==> config.mk <==
export PLATFORM = sky130hd
export DESIGN_NAME = branch_predict_unit
export DESIGN_NICKNAME = d
export VERILOG_FILES = /design/src/rtl/branch_predict_unit.sv
export SDC_FILE = /design/constraint.sdc
export NUM_CORES = 1
export LEC_CHECK = 0
export ABC_AREA = 0
export ABC_CLOCK_PERIOD_IN_PS = 5800
export BUFFER_PORTS_ARGS = -buffer_cell sky130_fd_sc_hd__buf_2
export CAP_MARGIN = 40
export CELL_PAD_IN_SITES_DETAIL_PLACEMENT = 1
export CELL_PAD_IN_SITES_GLOBAL_PLACEMENT = 2
export CORE_ASPECT_RATIO = 0.7
export CORE_UTILIZATION = 43
export CTS_BUF_LIST = sky130_fd_sc_hd__clkbuf_8
export DETAILED_ROUTE_END_ITERATION = 7
export PLACE_DENSITY_LB_ADDON = 0.25
export SLEW_MARGIN = 20
export SYNTH_ARGS = -nofsm -noshare
export SYNTH_HDL_FRONTEND = slang
export SYNTH_SLANG_ARGS = --single-unit
==> constraint.sdc <==
create_clock -name clk -period 5.8 [get_ports clk]
set_input_delay 0 -clock clk [delete_from_list [all_inputs] [get_ports clk]]
set_output_delay 0 -clock clk [all_outputs]
set_load 0.01 [all_outputs]
==> src/rtl/branch_predict_unit.sv <==
// Branch predict unit: direct-mapped BHT of 2-bit counters predicts in fetch,
// resolves in decode, flags mispredictions and keeps saturating statistics.
module branch_predict_unit #(
    parameter int unsigned IDX_BITS   = 6,
    parameter int unsigned PC_W       = 32,
    parameter int unsigned CNT_W      = 16,
    parameter logic [1:0]  INIT_STATE = 2'b01
) (
    input  logic             clk,
    input  logic             rst,
    input  logic             stall_d,
    input  logic [PC_W-1:0]  pc_f,
    input  logic [PC_W-1:0]  pc_d,
    input  logic [2:0]       branch_d,
    input  logic             equal_d,
    input  logic             nequal_d,
    input  logic             zero_d,
    input  logic             gtz_d,
    input  logic             ltz_d,
    input  logic             clr_stats,
    output logic             pred_taken_f,
    output logic             pcsrc_d,
    output logic             mispredict_d,
    output logic             pred_taken_d,
    output logic [CNT_W-1:0] br_count,
    output logic [CNT_W-1:0] mis_count
);

    localparam int unsigned ENTRIES = 1 << IDX_BITS;

    logic [1:0]          bht_q [ENTRIES];
    logic [1:0]          bht_cur;
    logic [1:0]          bht_nxt;
    logic [IDX_BITS-1:0] idx_f;
    logic [IDX_BITS-1:0] idx_d;
    logic                cond;
    logic                is_br;
    logic                valid_br;
    logic                pred_q, pred_d;
    logic [CNT_W-1:0]    br_q, br_d;
    logic [CNT_W-1:0]    mis_q, mis_d;
    logic                unused_pc_bits;

    assign idx_f = pc_f[IDX_BITS+1:2];
    assign idx_d = pc_d[IDX_BITS+1:2];
    assign unused_pc_bits = ^{pc_f[PC_W-1:IDX_BITS+2], pc_f[1:0],
                              pc_d[PC_W-1:IDX_BITS+2], pc_d[1:0]};

    // Branch condition decode; 000 and 111 are not branches
    always_comb begin
        cond  = 1'b0;
        is_br = 1'b1;
        case (branch_d)
            3'b001:  cond = zero_d | gtz_d;
            3'b010:  cond = ltz_d;
            3'b011:  cond = equal_d;
            3'b100:  cond = nequal_d;
            3'b101:  cond = ltz_d | zero_d;
            3'b110:  cond = gtz_d;
            default: is_br = 1'b0;
        endcase
    end

    assign valid_br     = is_br & ~stall_d;
    assign pcsrc_d      = valid_br & cond;
    assign mispredict_d = valid_br & (cond != pred_q);
    assign pred_taken_d = pred_q;
    assign pred_taken_f = bht_q[idx_f][1];
    assign br_count     = br_q;
    assign mis_count    = mis_q;

    // Saturating 2-bit counter step for the resolving entry
    always_comb begin
        bht_cur = bht_q[idx_d];
        bht_nxt = bht_cur;
        if (cond) begin
            if (bht_cur != 2'b11) bht_nxt = 2'(bht_cur + 2'd1);
        end else begin
            if (bht_cur != 2'b00) bht_nxt = 2'(bht_cur - 2'd1);
        end
    end

    always_ff @(posedge clk) begin
        if (rst) begin
            for (int unsigned i = 0; i < ENTRIES; i++) bht_q[i] <= INIT_STATE;
        end else if (valid_br) begin
            bht_q[idx_d] <= bht_nxt;
        end
    end

    // Carried prediction: squashed to 0 on a mispredict, held on stall
    always_comb begin
        pred_d = pred_q;
        if (!stall_d) pred_d = mispredict_d ? 1'b0 : pred_taken_f;
    end

    // Statistics counters: clear wins, otherwise saturate at all-ones
    always_comb begin
        br_d  = br_q;
        mis_d = mis_q;
        if (clr_stats) begin
            br_d  = '0;
            mis_d = '0;
        end else if (valid_br) begin
            if (br_q != '1) br_d = CNT_W'(br_q + CNT_W'(1));
            if (mispredict_d && (mis_q != '1)) mis_d = CNT_W'(mis_q + CNT_W'(1));
        end
    end

    always_ff @(posedge clk) begin
        if (rst) begin
            pred_q <= 1'b0;
            br_q   <= '0;
            mis_q  <= '0;
        end else begin
            pred_q <= pred_d;
            br_q   <= br_d;
            mis_q  <= mis_d;
        end
    end

endmodule

# Word level (Yosys, flattened, before mapping)

Memory sizes are Yosys's and may differ from the RTL's.
Index checks and enable logic that the tools add are counted.

Register bits after elaboration: 33
Bits in writable memories: 128
Input bits: 76
Memories kept: 1

Memory list:

| name  | depth | width | rd ports | clocked after memory_dff | write ports | line | text |
|---|---|---|---|---|---|---|---|
| bht_q | 64    | 2     | 2        | 0                        | 64          | 31   | `logic [1:0] bht_q [ENTRIES];` |

Add/subtract/negate cells: 4
Equal/unequal tests: 10
Muxes and demuxes: 14
Bitwise logic cells: 6
Reductions and logical operators: 7

Operators with widths:

| cell                  | count |
|---|---|
| $add 16x1->16 const B | 2 |
| $ne 16x16->1 const B  | 2 |
| $eq 3x3->1 const B    | 3 |
| $mux 1                | 8 |
| $mux 2                | 4 |
| $eq 3x2->1 const B    | 2 |
| $mux 6                | 1 |
| $pmux 1 s6            | 1 |
| $reduce_or 6->1       | 1 |
| $reduce_and 2->1      | 2 |
| $reduce_or 2->1       | 2 |
| $and 1x1->1           | 3 |
| $eq 3x1->1 const B    | 1 |
| $add 2x1->2 const B   | 1 |
| $ne 2x2->1 const B    | 1 |
| $or 1x1->1            | 2 |
| $reduce_bool 2->1     | 1 |
| $sub 2x1->2 const B   | 1 |
| $logic_and 1x1->1     | 1 |
| $ne 1x1->1            | 1 |
| $not 1->1             | 1 |

# Longest topological paths before layout

Depth after elaboration: 9
Gate-level depth with buffers: 11

# Worst setup path after synthesis

No wires, ideal clock.

Kind: flip-flop to flip-flop
Start: memory bht_q[15][1]
End: memory bht_q[7][1], data pin
Library setup time: 0.270 ns
Data arrival time: 2.080 ns
Path slack: 3.450 ns
Stages on the path, launching flop included: 9
Path buffers: 1
Clock period less this slack: 2.350 ns
Cell sequence: edfxtp_1 -> mux2_2 -> mux4_2 -> o21ai_2 -> and2b_1 -> nand3_2 -> a21oi_4 -> buf_6 -> nor3_1

RTL lines:

| item               | line |
|---|---|
| start: declaration | 31 |

==> flow_summary_export.csv <==
group,metric,value,unit
outcome,status,"finished clean",
die,start_util,0.443,
placement,portBuffers,59,
timing,setup_violations,0,
clock_tree,tritoncts,"built",
pwr,powerDensity,261,mW/mm2
timing,final_hold_viol_count,0,
grt,grt_overflow_total,0,
clock_tree,clk_pin_slew,100,ps
clock_tree,htreeDepth,4,
pwr,p_total,2550,uW
die,rows,43,
route,detailedRoute.firstPassIterationCount,5,
die,die_h,122,um
route,drtIter0Drc,481,
pwr,ir_worst_vdd,144,uV
synth,syn-num-nets,880,
route,wl_per_cell,22.7,um
grt,grt_pass1_vias,6730,
synth,synth_seq_cells,161,
synth,async_flop_share,0,
die,dieArea,0.0212,mm2
worst_setup_path,endpoint_kind,"register",
route,routed_via_density,5.88,
clock_tree,cts_buffers,17,
worst_setup_path,cp.arrival,3750,ps
final_layout,nets,912,
flow_run,cap_violations,0,
synth,synth-edff-count,128,
clock_tree,clock-root-buffer,"clkbuf_8",
final_layout,fillers,2193,
die,chipWidth,174,um
grt,grt_pass1_wl,39.2,mm
placement,dp.final_hpwl,17.5,mm
timing,fmax,0.279,GHz
worst_setup_path,critPathKind,"in2reg",
synth,synth.yosys.seq_area_share,0.508,
timing,rsz0062_at_grt,"false",
final_layout,layout_common_cells,"edfxtp_1 (128), nand2_1 (83), nor2_1 (79), buf_2 (59), nand3_1 (51)",
synth,syn_area_per_cell,11.1,um2
pwr,p_leak,0.00323,uW
final_layout,area_growth,9.98,%
final_layout,final_common_cell,"edfxtp_1",
route,dr_total_vias,6573,
timing,min_period_over_period,0.617,
route,routed_wl,25.4,mm
route,antenna_left,0,
synth,synthFlopType,"edfxtp_1",
route,post-route-drc-count,0,
worst_setup_path,cp-start-kind,"input port",
die,ios,112,
timing,slew_headroom,0.414,
timing,finClkSkew,20.5,ps
synth,synthDistinctLibCells,61,
clock_tree,insertion_delay,460,ps
final_layout,multiInputGateArea,0.00398,mm2
min_path,hp-class,"in2reg",
timing,slew_viol_final,0,
timing,tightest_slew,876,ps
synth,ys.warnings.count,0,
final_layout,drive_gt1_frac,0.256,
placement,preCtsSetupSlack,1830,ps
synth,syn_area,0.00887,mm2
clock_tree,cts.sinks,161,
grt,grt_usage,0.249,
timing,fin_ws,2220,ps
synth,synthCells,802,
die,core_area,0.0200,mm2
worst_setup_path,required,5970,ps
grt,antenna_found_initial,0,
final_layout,num_antenna_cells,0,
timing,min_period,3580,ps
grt,grt_max_degree,69,
clock_tree,cts_max_path_buffers,2,
placement,gp_congestion,0.804,
final_layout,ff_latch_area,0.00450,mm2
worst_setup_path,crit_fanout,44,
timing,tns,0,ps
-- state kept, by name, indices dropped and copies added (netlist names) --
| register | flops |
|---|---|
| mis_count | 16 |
| pred_taken_d | 1 |
| bht_q | 128 |
| br_count | 16 |
-- where the power goes --
part | switching [uW] | internal (uW) | total [uW] | leakage, uW
Sequential | 13.2 | 1260 | 1280 | 0.00141
Combinational | 219 | 107 | 327 | 0.00158
Clock | 430 | 517 | 948 | 0.000239
Total | 663 | 1890 | 2550 | 0.00323
-- critical path, cell delays in order --
cell and delay [ps]:
buf_2 590, buf_4 390, nand2b_1 380, o22ai_1 110, o21ai_0 460, and4bb_4 340
a31oi_4 110, o21ai_4 540, buf_4 590, nand3_1 160
-- what timing repair did --
item	in CTS	in global routing
endpoints found under the hold margin	1	0
resized for setup	0	0
hold buffers	2	0
setup endpoints to repair	0	0
setup buffers	0	0
-- area by class of cell --
cell class,count,share of cell area
sequential,161,0.462
clock inverter,14,0.0199
tap,270,0.0346
timing repair buffer,76,0.0471
clock buffer,18,0.0254
inverter,9,0.00346
multi-input combinational,569,0.408
-- metrics by stage --
| step | cells | util | area, um2 | hold slack [ps] |
|---|---|---|---|---|
| global route | 1117 | 0.488 | 9760 | 211 |
| global placement | 1080 | 0.462 | 9260 | 305 |
| finish | 1117 | 0.488 | 9760 | 205 |
| detailed placement | 1083 | 0.465 | 9300 | 317 |
| CTS | 1117 | 0.488 | 9760 | 172 |
| floorplan | 802 | - | 8870 | 120 |
-- logic make-up (layout without fill, tap and decap cells) --
logic type	Yosys count	after routing	synth area share
simple gates	401	401	0.231
flops	161	161	0.508
mux	77	77	0.139
buf+inv	72	117	0.0439
compound gates	67	67	0.0544
xor+xnor	22	22	0.0217
fa+ha+maj	2	2	0.00282
-- path summary, 6_finish.rpt --
kind	startpoint	endpoint	slack, ps	cells after the start
setup / recovery	pc_d[3]	bht_q[56][0]$_SDFFCE_PN1P_	2220	10
hold / removal	pc_d[5]	bht_q[25][0]$_SDFFCE_PN1P_	200	4
setup reg to reg	bht_q[51][1]$_SDFFCE_PN0P_	bht_q[56][0]$_SDFFCE_PN1P_	2410	8
hold reg to reg	br_count[9]$_SDFFE_PP0P_	br_count[9]$_SDFFE_PP0P_	520	2
-- Yosys cell counts (8+ instances only) --
master	number	share of area
nor3_1	41	0.023
or2_2	36	0.025
mux2i_1	33	0.037
inv_1	8	0.0034
or3_1	8	0.0056
nand2b_1	27	0.019
nand2_1	83	0.035
xor2_1	8	0.0079
mux4_2	36	0.091
dfxtp_1	33	0.074
xnor2_1	14	0.014
edfxtp_1	128	0.43
nand3_1	51	0.029
buf_4	8	0.0068
nand4_1	9	0.0063
o22ai_1	8	0.0056
nor4_1	8	0.0056
nor2_2	20	0.014
a21oi_1	10	0.0056
o21ai_0	14	0.0079
clkbuf_1	28	0.012
buf_2	11	0.0062
nor2_1	80	0.034
buf_6	10	0.013
-- routing by layer --
layer / vias to the layer above / routed length, um / track usage
li1: 2985 / - / -
met1: 3415 / 11900 / 0.357
met2: 157 / 12000 / 0.396
met3: 16 / 1210 / 0.0403
met4: 0 / 227 / 0.0592
met5: - / 0 / 0
(Power assumes the default switching activity.)
